<file path="src/rtl/log_capture_ctrl_if.sv">
// Command, status and block RAM controller signals of the
// equalizer log capture sequencer.
interface log_capture_ctrl_if #(
    parameter int RAM_DEPTH = 32768,
    parameter int NBT_SEL   = 3
);
    localparam int ADDR_W = $clog2(RAM_DEPTH);

    logic               i_start;
    logic               i_abort;
    logic [NBT_SEL-1:0] i_data_sel;
    logic               i_rate_strobe;
    logic               i_rd_req;
    logic [ADDR_W-1:0]  i_rd_adrs;
    logic               o_wr_en;
    logic [ADDR_W-1:0]  o_wr_adrs;
    logic [NBT_SEL-1:0] o_data_sel;
    logic               o_rd_en;
    logic [ADDR_W-1:0]  o_rd_adrs;
    logic               o_rd_valid;
    logic               o_busy;
    logic               o_done;
    logic [ADDR_W:0]    o_wr_count;

    modport master (
        input  i_start, i_abort, i_data_sel, i_rate_strobe,
        input  i_rd_req, i_rd_adrs,
        output o_wr_en, o_wr_adrs, o_data_sel, o_rd_en,
        output o_rd_adrs, o_rd_valid, o_busy, o_done, o_wr_count
    );

    modport slave (
        output i_start, i_abort, i_data_sel, i_rate_strobe,
        output i_rd_req, i_rd_adrs,
        input  o_wr_en, o_wr_adrs, o_data_sel, o_rd_en,
        input  o_rd_adrs, o_rd_valid, o_busy, o_done, o_wr_count
    );
endinterface

</file>
<file path="src/rtl/log_capture_ctrl.sv">
// Sequences one arm / settle / capture / readout cycle of the
// equalizer logging block RAM.
module log_capture_ctrl #(
    parameter int RAM_DEPTH = 32768,
    parameter int N_DELAY   = 500,
    parameter int NBT_SEL   = 3
) (
    input logic clk,
    input logic i_reset,
    log_capture_ctrl_if.master bus
);
    localparam int ADDR_W = $clog2(RAM_DEPTH);
    localparam int DLY_W  = (N_DELAY > 1) ? $clog2(N_DELAY) : 1;
    localparam logic [ADDR_W:0] LAST =
        (ADDR_W+1)'(RAM_DEPTH - 1);
    localparam logic [DLY_W-1:0] DLY_LAST =
        DLY_W'((N_DELAY > 0) ? N_DELAY - 1 : 0);

    typedef enum logic [1:0] {IDLE, DELAY, CAPTURE, DONE} state_t;

    state_t state_q, state_n;

    logic               start_arm_q;
    logic [DLY_W-1:0]   dly_q, dly_n;
    logic               wr_en_q, wr_en_n;
    logic [ADDR_W-1:0]  wr_adrs_q, wr_adrs_n;
    logic [NBT_SEL-1:0] sel_q, sel_n;
    logic               rd_en_q, rd_en_n;
    logic [ADDR_W-1:0]  rd_adrs_q, rd_adrs_n;
    logic               rd_valid_q, rd_valid_n;
    logic               busy_q, busy_n;
    logic               done_q, done_n;
    logic [ADDR_W:0]    cnt_q, cnt_n;

    logic start_edge;
    logic can_arm;

    // The start history only arms after i_start has been seen low,
    // so a level held high across reset release is not a command.
    assign start_edge = bus.i_start & start_arm_q;
    assign can_arm    = (state_q == IDLE) || (state_q == DONE);

    always_ff @(posedge clk or negedge i_reset) begin
        if (!i_reset) begin
            state_q <= IDLE;
        end else begin
            state_q <= state_n;
        end
    end

    always_comb begin
        state_n = state_q;
        if (bus.i_abort) begin
            state_n = IDLE;
        end else begin
            unique case (state_q)
                IDLE, DONE: begin
                    if (start_edge)
                        state_n = (N_DELAY == 0) ? CAPTURE : DELAY;
                end
                DELAY: begin
                    if (dly_q == DLY_LAST)
                        state_n = CAPTURE;
                end
                CAPTURE: begin
                    if (bus.i_rate_strobe && cnt_q == LAST)
                        state_n = DONE;
                end
                default: state_n = IDLE;
            endcase
        end
    end

    always_comb begin
        wr_en_n    = 1'b0;
        wr_adrs_n  = wr_adrs_q;
        sel_n      = sel_q;
        cnt_n      = cnt_q;
        dly_n      = dly_q;
        rd_en_n    = 1'b0;
        rd_adrs_n  = rd_adrs_q;
        rd_valid_n = rd_en_q;
        if (!bus.i_abort) begin
            if (can_arm && start_edge) begin
                sel_n = bus.i_data_sel;
                cnt_n = '0;
                dly_n = '0;
            end
            if (state_q == DELAY)
                dly_n = dly_q + 1'b1;
            if (state_q == CAPTURE && bus.i_rate_strobe) begin
                wr_en_n   = 1'b1;
                wr_adrs_n = cnt_q[ADDR_W-1:0];
                cnt_n     = cnt_q + 1'b1;
            end
        end
        if (can_arm && bus.i_rd_req) begin
            rd_en_n   = 1'b1;
            rd_adrs_n = bus.i_rd_adrs;
        end
        busy_n = (state_n == DELAY) || (state_n == CAPTURE);
        done_n = (state_n == DONE);
    end

    always_ff @(posedge clk or negedge i_reset) begin
        if (!i_reset) begin
            start_arm_q <= 1'b0;
            dly_q       <= '0;
            wr_en_q     <= 1'b0;
            wr_adrs_q   <= '0;
            sel_q       <= '0;
            rd_en_q     <= 1'b0;
            rd_adrs_q   <= '0;
            rd_valid_q  <= 1'b0;
            busy_q      <= 1'b0;
            done_q      <= 1'b0;
            cnt_q       <= '0;
        end else begin
            start_arm_q <= ~bus.i_start;
            dly_q       <= dly_n;
            wr_en_q     <= wr_en_n;
            wr_adrs_q   <= wr_adrs_n;
            sel_q       <= sel_n;
            rd_en_q     <= rd_en_n;
            rd_adrs_q   <= rd_adrs_n;
            rd_valid_q  <= rd_valid_n;
            busy_q      <= busy_n;
            done_q      <= done_n;
            cnt_q       <= cnt_n;
        end
    end

    assign bus.o_wr_en    = wr_en_q;
    assign bus.o_wr_adrs  = wr_adrs_q;
    assign bus.o_data_sel = sel_q;
    assign bus.o_rd_en    = rd_en_q;
    assign bus.o_rd_adrs  = rd_adrs_q;
    assign bus.o_rd_valid = rd_valid_q;
    assign bus.o_busy     = busy_q;
    assign bus.o_done     = done_q;
    assign bus.o_wr_count = cnt_q;
endmodule

</file>
<file path="src/flat_wrapper.sv">
// flat-port wrapper written by rule: the top's interface ports become plain ports
module log_capture_ctrl_flat 
#(
    parameter int RAM_DEPTH = 32768,
    parameter int N_DELAY   = 500,
    parameter int NBT_SEL   = 3
)
  (clk, i_reset, bus_i_start, bus_i_abort, bus_i_data_sel, bus_i_rate_strobe, bus_i_rd_req, bus_i_rd_adrs, bus_o_wr_en, bus_o_wr_adrs, bus_o_data_sel, bus_o_rd_en, bus_o_rd_adrs, bus_o_rd_valid, bus_o_busy, bus_o_done, bus_o_wr_count);
  log_capture_ctrl_if #(.RAM_DEPTH(RAM_DEPTH), .NBT_SEL(NBT_SEL)) bus_i ();
  input logic clk;
  input logic i_reset;
  input wire logic [$bits(bus_i.i_start)-1:0] bus_i_start;
  input wire logic [$bits(bus_i.i_abort)-1:0] bus_i_abort;
  input wire logic [$bits(bus_i.i_data_sel)-1:0] bus_i_data_sel;
  input wire logic [$bits(bus_i.i_rate_strobe)-1:0] bus_i_rate_strobe;
  input wire logic [$bits(bus_i.i_rd_req)-1:0] bus_i_rd_req;
  input wire logic [$bits(bus_i.i_rd_adrs)-1:0] bus_i_rd_adrs;
  output wire logic [$bits(bus_i.o_wr_en)-1:0] bus_o_wr_en;
  output wire logic [$bits(bus_i.o_wr_adrs)-1:0] bus_o_wr_adrs;
  output wire logic [$bits(bus_i.o_data_sel)-1:0] bus_o_data_sel;
  output wire logic [$bits(bus_i.o_rd_en)-1:0] bus_o_rd_en;
  output wire logic [$bits(bus_i.o_rd_adrs)-1:0] bus_o_rd_adrs;
  output wire logic [$bits(bus_i.o_rd_valid)-1:0] bus_o_rd_valid;
  output wire logic [$bits(bus_i.o_busy)-1:0] bus_o_busy;
  output wire logic [$bits(bus_i.o_done)-1:0] bus_o_done;
  output wire logic [$bits(bus_i.o_wr_count)-1:0] bus_o_wr_count;
  assign bus_i.i_start = bus_i_start;
  assign bus_i.i_abort = bus_i_abort;
  assign bus_i.i_data_sel = bus_i_data_sel;
  assign bus_i.i_rate_strobe = bus_i_rate_strobe;
  assign bus_i.i_rd_req = bus_i_rd_req;
  assign bus_i.i_rd_adrs = bus_i_rd_adrs;
  assign bus_o_wr_en = bus_i.o_wr_en;
  assign bus_o_wr_adrs = bus_i.o_wr_adrs;
  assign bus_o_data_sel = bus_i.o_data_sel;
  assign bus_o_rd_en = bus_i.o_rd_en;
  assign bus_o_rd_adrs = bus_i.o_rd_adrs;
  assign bus_o_rd_valid = bus_i.o_rd_valid;
  assign bus_o_busy = bus_i.o_busy;
  assign bus_o_done = bus_i.o_done;
  assign bus_o_wr_count = bus_i.o_wr_count;
  log_capture_ctrl #(.RAM_DEPTH(RAM_DEPTH), .N_DELAY(N_DELAY), .NBT_SEL(NBT_SEL)) u_core (.clk(clk), .i_reset(i_reset), .bus(bus_i));
endmodule
</file>
<file path="config.mk">
export PLATFORM = sky130hd
export DESIGN_NAME = log_capture_ctrl_flat
export DESIGN_NICKNAME = d
export VERILOG_FILES = /design/src/rtl/log_capture_ctrl_if.sv /design/src/rtl/log_capture_ctrl.sv /design/src/flat_wrapper.sv
export SDC_FILE = /design/constraint.sdc
export NUM_CORES = 1
export LEC_CHECK = 0
export CAP_MARGIN = 10
export CORE_MARGIN = 10
export CORE_UTILIZATION = 25
export DETAILED_ROUTE_END_ITERATION = 16
export HOLD_SLACK_MARGIN = 0.15
export MAX_ROUTING_LAYER = met4
export PLACE_DENSITY = 0.61
export SETUP_SLACK_MARGIN = 0.5
export SKIP_LAST_GASP = 1
export SLEW_MARGIN = 0
export SYNTH_ARGS = -nofsm -noshare
export SYNTH_HDL_FRONTEND = slang
export SYNTH_SLANG_ARGS = --single-unit
</file>
<file path="constraint.sdc">
create_clock -name clk -period 1.9 [get_ports clk]
set_input_delay 0.19 -clock clk [delete_from_list [all_inputs] [get_ports clk]]
set_output_delay 0.19 -clock clk [all_outputs]
set_load 0.02 [all_outputs]
</file>
==> results of run 1 <==
-- state kept, by name, summed over array words and instances (netlist names) --
name                   flops
u_core.bus.o_busy          1
u_core.state_q             2
u_core.bus.o_wr_en         1
u_core.bus.o_rd_valid      1
u_core.bus.o_rd_adrs      15
u_core.bus.o_done          1
u_core.dly_q               9
u_core.bus.o_data_sel      3
u_core.bus.o_wr_adrs      15
u_core.bus.o_wr_count     16
u_core.start_arm_q         1
u_core.bus.o_rd_en         1
-- worst max-delay path, cell delays in order (launching register included) --
cell	delay, ns
dfrtp_1	0.39
ha_4	0.17
nand2b_4	0.06
nor4_4	0.28
buf_4	0.18
buf_6	0.09
o32ai_4	0.08
a31o_4	0.24
ha_4	0.20
-- cell usage in the layout, fill, tap and decap left out, types with 3 or more instances in the layout --
master,n
dlygate4sd2_1,50
clkbuf_16,12
mux2_4,14
buf_4,37
clkdlybuf4s50_1,22
buf_12,3
nand2_1,35
nand2_2,18
nor2_1,6
dfrtp_1,64
a21oi_2,5
nand4_1,6
o31ai_1,3
buf_6,16
xnor2_1,9
nor3_4,3
nand3_1,4
o21ai_1,5
nor2_2,7
nand2_4,12
clkdlybuf4s15_1,4
and4_1,3
o21ai_0,3
inv_1,8
ha_4,3
nor4_4,5
-- logic make-up (layout without fill, tap and decap cells) --
logic type | count (synthesis) | after routing
AO/OA/AOI/OAI | 34 | 34
AND/OR/NAND/NOR | 123 | 123
adder cells (fa/ha/maj) | 5 | 5
multiplexers | 15 | 15
XOR/XNOR | 12 | 12
flip-flops | 66 | 66
buffers and inverters | 19 | 164
-- power groups by stage --
stage	registers, W	clock network (W)	logic [W]
after floorplan	0.00165	0	0.000151
after global placement	0.00157	0	0.000517
after detailed placement	0.00157	0	0.000523
after CTS	0.00154	0.00166	0.000553
after global routing	0.00156	0.00173	0.000730
final	0.00155	0.00162	0.000677
-- final timing paths --
check	to	cells after the start	slack [ns]
min reg2reg	u_core.bus.o_rd_valid	0	0.38
min	u_core.bus.o_rd_valid	0	0.38
max reg2reg	u_core.bus.o_busy	8	0.1
max	u_core.bus.o_busy	8	0.1
max in group asynchronous	u_core.state_q[1]	3	1.15
min in group asynchronous	u_core.bus.o_rd_adrs[12]	3	0.43
-- cell usage after synthesis (3+ instances only) --
cell	instances
dfrtp_1	66
nand2_1	65
mux2_2	15
nor2_1	15
o21ai_0	10
xnor2_1	10
inv_1	9
nor3_1	7
a21oi_1	6
nand4_1	6
nor4_1	6
ha_1	5
buf_2	4
clkbuf_1	4
nand3_1	4
and4_1	3
o31ai_1	3
or4_1	3
-- routing by layer --
| metal | track usage [%] | wire (µm) | vias up |
|---|---|---|---|
| met1 | 12.67 | 4045 | 1305 |
| met4 | 3.617 | 82 | 0 |
| met2 | 16.50 | 4698 | 56 |
| met3 | 3.763 | 458 | 8 |
| li1 | - | - | 1233 |
| met5 | - | 0 | - |
-- stage by stage --
step | util, % | TNS, ns
floorplan | - | 0
global placement | 35.57 | -0.1483
detailed placement | 35.57 | -0.2018
CTS | 40.07 | 0
global route | 45.67 | 0
finish | 45.67 | 0
-- repair_timing --
| item | CTS | global route |
|---|---|---|
| hold endpoints to repair | 66 | 0 |
| pin swaps | 10 | 61 |
| hold buffers | 1 | 0 |
| endpoints found under the setup margin | 116 | 66 |
| buffers inserted | 15 | 13 |
| cloned | 0 | 4 |
| resized for setup | 87 | 121 |
-- cell type report --
class / count / area [µm²] / area share [%]
clock buffer: 12 / 246.5 / 4.747
clock inverter: 3 / 40.04 / 0.7711
inverter: 10 / 42.54 / 0.8193
multi-input combinational: 189 / 1694 / 32.63
sequential: 66 / 1654 / 31.86
tap: 143 / 178.9 / 3.446
timing repair buffer: 139 / 1336 / 25.73
==> metrics.md, run 1 <==
| Metric | Value |
|---|---|
| Critical path type | `reg2reg` |
| H-tree depth | `3` |
| CTS Sinks | `66` |
| Total gr overflow | `0` |
| Final HPWL DP | `5796 µm` |
| Reg2reg start | `u_core.dly_q[1]` |
| Max Buffers Root-to-Sink | `2` |
| Fin cells | `562` |
| Layout cell share with drive strength beyond 1 | `41.29%` |
| Post-synthesis sequential area ratio | `57.22%` |
| Die area | `0.01624 mm²` |
| Largest family of logic cells by synthesized area | `simple AND/OR/NAND/NOR gates` |
| Antenna violations before repair | `0` |
| Post-synth cell types | `45` |
| Final setup fails | `0` |
| First-pass GRT wire length | `13760 µm` |
| Least-Margin Pin Slew | `0.3669 ns` |
| Status | `completed` |
| Synth Area in Compound Gates | `8.019%` |
| Total Nets Final | `444` |
| Die width | `127.5 µm` |
| Design area | `0.005192 mm²` |
| Crit. End Element | `flip-flop` |
| Max-slew violation count | `0` |
| Worst Hold Class | `reg2reg` |
| Filler cells | `1034` |
| CP Launch Type | `flip-flop` |
| Pin count of the biggest net entering global routing | `67` |
| Num rows | `39` |
| Num CTS Buffers | `9` |
| NetSw | `0.0009709 W` |
| CP required | `2.11 ns` |
| Vias/cell | `4.630` |
| Cell Area, Synth | `0.002887 mm²` |
| Final Skew | `0.005662 ns` |
| Final setup margin | `0.09678 ns` |
| Post-route DRC | `0` |
| Drt total wl | `9285 µm` |
| Later-pin clock latency in the skew report | `0.32 ns` |
| WL/cell | `16.52 µm` |
| Clock share of power | `42.1%` |
| Top FF cell, synth | `dfrtp_1` |
| Power Total | `0.003854 W` |
| Maximum vdd drop | `471.3 µV` |
| Synth top area share | `57.22%` |
| Via count | `2602` |
| Post-synth EDFFs | `0` |
| Mux cell area share after synthesis | `5.852%` |
| Reg clk slew, reported paths | `0.05 ns` |
| Initial DRT Pass Iterations | `4` |
| Ys Warns | `0` |
| Placer Congestion | `0.8061` |
| XOR/XNOR Fraction of Synth Area | `3.641%` |
| Die H | `127.5 µm` |
| RSZ-0062 raised after global routing | `yes` |
| Sw frac | `25.19%` |
| Combinational share of power | `17.6%` |
| Final Cycle Share | `94.91%` |
| Max-cap viol count | `0` |
| CTS tree | `yes` |
| Seq pwr share | `40.3%` |
| Largest cells by area after synthesis | `dfrtp_1, nand2_1, mux2_2` |
| Worst slew margin | `75.46%` |
| Root Buffer Master | `clkbuf_16` |
| Gr usage total | `10.68%` |
| N_diodes | `0` |
| Gate Count Post-Synth | `274` |
| Leakage power | `2.448 nW` |
| Hold WS | `0.3790 ns` |
| Area delta synth->final | `79.89%` |
| Yosys reg bits | `66` |
| Synth Net Count | `303` |
| Upper clock frequency limit | `554.6 MHz` |
| Critical Path Start | `u_core.dly_q[1]` |
| Core box area | `0.01137 mm²` |
| DRT antenna net count | `0` |
| Setup WS pre-CTS | `-0.1608 ns` |
| Placed cell count | `514` |
| Leading area contributor after synthesis | `dfrtp_1` |
| Synth Area in Simple Gates | `20.03%` |
| Avg Cell Area, Syn | `10.53 µm²` |
| Initial core utilization | `25.39%` |
| Post-Synth Adder-Cell Area | `2.167%` |
| Port buffer count | `77` |
| PD cells | `742.2 mW/mm²` |
| # IOs | `78` |
| 1st-iter DRT viols | `108` |
| Hold path start | `u_core.bus.o_rd_en` |
| Async S/R FF share, synth | `100.0%` |
| Critical Path AT | `2.01 ns` |
| Power Internal | `0.002883 W` |
| Final min period | `1.803 ns` |
| Worst Path Max Fanout | `2` |
| Vias in the first global route | `2753` |
| Placed cell area | `0.004044 mm²` |
| Final Hold Viols | `0` |
(Power assumes the default switching activity.)
==> inputs of run 2 (changes only) <==
- CORE_MARGIN: 10 -> 8
==> metrics.md, run 2 (same netlist as run 1, synthesis figures left out) <==
| Metric | Value |
|---|---|
| Status | `completed (unchanged)` |
| CP peak stage delay | `0.44 ns (was 0.39 ns)` |
| Combinational share of power | `15.9% (was 17.6%)` |
| Final setup fails | `0 (unchanged)` |
| Max-cap viol count | `0 (unchanged)` |
| Critical Path AT | `2.02 ns (was 2.01 ns)` |
| Vias/cell | `4.635 (was 4.630)` |
| Maximum vdd drop | `342.9 µV (was 471.3 µV)` |
| Final HPWL DP | `5787 µm (was 5796 µm)` |
| Later-pin clock latency in the skew report | `0.33 ns (was 0.32 ns)` |
| Least-Margin Pin Slew | `0.4188 ns (was 0.3669 ns)` |
| CP bufs+invs | `0 (was 2)` |
| PD cells | `776.6 mW/mm² (was 742.2 mW/mm²)` |
| Clock share of power | `43.5% (was 42.1%)` |
| Worst Path Max Fanout | `8 (was 2)` |
| 1st-iter DRT viols | `122 (was 108)` |
| Drt total wl | `8860 µm (was 9285 µm)` |
| Initial core utilization | `25.50% (was 25.39%)` |
| Vias in the first global route | `2632 (was 2753)` |
| Num CTS Buffers | `9 (unchanged)` |
| Die area | `0.01524 mm² (was 0.01624 mm²)` |
| Core box area | `0.01132 mm² (was 0.01137 mm²)` |
| Initial DRT Pass Iterations | `4 (unchanged)` |
| Root Buffer Master | `clkbuf_16 (unchanged)` |
| CP Launch Type | `flip-flop (unchanged)` |
| R2R depth | `5 (was 8)` |
| CP delay by family, top | `simple AND/OR/NAND/NOR gates (was flip-flops)` |
| Die width | `123.5 µm (was 127.5 µm)` |
| Reg clk slew, reported paths | `0.06 ns (was 0.05 ns)` |
| Filler cells | `1084 (was 1034)` |
| Leakage power | `2.326 nW (was 2.448 nW)` |
| Largest register FFs | `16 (unchanged)` |
| FF-to-FF End | `u_core.bus.o_wr_count[14] (was u_core.bus.o_busy)` |
| Crit. End Element | `flip-flop (unchanged)` |
| RSZ-0062 raised after global routing | `yes (unchanged)` |
| Power Total | `0.003806 W (was 0.003854 W)` |
| Gr usage total | `11.72% (was 10.68%)` |
| Commonest non-fill, non-tap cell in the layout | `dfrtp_1 (unchanged)` |
| Cell Chain, Critical Path | `ha_4 -> and4b_2 -> o21ai_4 -> or4_4 -> a21oi_2 (was ha_4 -> nand2b_4 -> nor4_4 -> buf_4 -> buf_6 -> o32ai_4 -> a31o_4 -> ha_4)` |
| Max-slew violation count | `0 (unchanged)` |
| Reg2reg start | `u_core.state_q[1] (was u_core.dly_q[1])` |
| TNS Setup | `0 ns (unchanged)` |
| Final Skew | `0.01044 ns (was 0.005662 ns)` |
| Die H | `123.5 µm (was 127.5 µm)` |
| Most frequent cells in the layout | `dfrtp_1, dlygate4sd2_1, nand2_1, buf_4, clkdlybuf4s50_1 (was dfrtp_1, dlygate4sd2_1, buf_4, nand2_1, clkdlybuf4s50_1)` |
| Antenna violations before repair | `0 (unchanged)` |
| Final min period | `1.765 ns (was 1.803 ns)` |
| N_diodes | `0 (unchanged)` |
| Slowest stage cell, crit path | `or4_4 (was dfrtp_1)` |
| Num rows | `39 (unchanged)` |
| CTS tree | `yes (unchanged)` |
| # IOs | `78 (unchanged)` |
| First-pass GRT wire length | `13520 µm (was 13760 µm)` |
| Placer Congestion | `0.7832 (was 0.8061)` |
| Upper clock frequency limit | `566.6 MHz (was 554.6 MHz)` |
| Seq pwr share | `40.5% (was 40.3%)` |
| Sw frac | `24.58% (was 25.19%)` |
| Layout cell share with drive strength beyond 1 | `37.32% (was 41.29%)` |
| NetSw | `0.0009355 W (was 0.0009709 W)` |
| CTS Sinks | `66 (unchanged)` |
| Worst Hold Class | `in2async (was reg2reg)` |
| Total Nets Final | `435 (was 444)` |
| Pin count of the biggest net entering global routing | `35 (was 67)` |
| Post-route DRC | `0 (unchanged)` |
| Via count | `2563 (was 2602)` |
| Critical path type | `reg2reg (unchanged)` |
| CP required | `2.16 ns (was 2.11 ns)` |
| H-tree depth | `3 (unchanged)` |
| Worst slew margin | `72.08% (was 75.46%)` |
| Power Internal | `0.002870 W (was 0.002883 W)` |
| Port buffer count | `77 (unchanged)` |
| DRT antenna net count | `0 (unchanged)` |
| WL/cell | `16.02 µm (was 16.52 µm)` |
| Register-to-register setup slack | `0.13 ns (was 0.1 ns)` |
| Max Buffers Root-to-Sink | `2 (unchanged)` |
| Final Cycle Share | `92.90% (was 94.91%)` |
| Final Hold Viols | `0 (unchanged)` |
| Total gr overflow | `0 (unchanged)` |
| Area delta synth->final | `69.79% (was 79.89%)` |
-- run 2: changes by cell type in the layout (fill, tap and decap cells not counted), sizes merged --
cell,delta
dlygate4sd2,-2
buf,-8
clkbuf,+1
-- run 2: layer usage --
metal  up-vias  global-route usage, %  wire length (µm)
met2        54                  19.09              4642
li1       1214                      -                 -
met4         0                  3.386                80
met3         7                  3.927               425
met5         -                      -                 0
met1      1288                  13.47              3711
-- run 2: stage by stage --
step	utilization (%)	setup slack [ns]	hold slack, ns	instances	area (µm²)
floorplan	-	0.1321	-0.1056	274	2970
global placement	35.79	0.01648	0.1495	515	4051
detailed placement	35.79	0.01797	0.1518	515	4051
CTS	40.34	0.1466	0.3640	545	4567
global route	43.29	0.07787	0.3930	553	4901
finish	43.29	0.1349	0.3551	553	4901
-- run 2: layout make-up --
type                       count  area, µm²  share of cell area, %
clock buffer                  12      256.5                  5.234
clock inverter                 3      40.04                 0.8170
inverter                      10      42.54                 0.8680
multi-input combinational    189       1499                  30.58
sequential                    66       1653                  33.72
tap                          143      178.9                  3.651
timing repair buffer         130       1231                  25.12
-- run 2: power by group through the flow --
| stage | logic (W) | clock network [W] | registers [W] |
|---|---|---|---|
| after floorplan | 0.000151 | 0 | 0.00165 |
| after global placement | 0.000544 | 0 | 0.00156 |
| after detailed placement | 0.000550 | 0 | 0.00157 |
| after CTS | 0.000571 | 0.00171 | 0.00154 |
| after global routing | 0.000653 | 0.00177 | 0.00155 |
| final | 0.000606 | 0.00166 | 0.00154 |
-- run 2: how the worst max path moves through the flow --
stage	cells past startpoint	end	slack (ns)	from
2_1_floorplan	8	u_core.bus.o_wr_count[14]	0.13	u_core.state_q[0]
3_3_place_gp	7	u_core.bus.o_busy	0.02	u_core.dly_q[0]
3_5_place_dp	7	u_core.bus.o_busy	0.02	bus_i_abort
4_1_cts	5	u_core.bus.o_wr_count[12]	0.15	u_core.state_q[1]
5_1_grt	5	u_core.bus.o_wr_count[12]	0.08	u_core.state_q[1]
6_report	5	u_core.bus.o_wr_count[14]	0.13	u_core.state_q[1]
-- run 2: what timing repair did --
action	CTS	global route
setup endpoints to repair	115	66
endpoints found under the hold margin	15	0
setup buffers	13	5
gates resized for setup	90	72
hold buffers	1	0
cloned	1	3
pin swaps	15	36
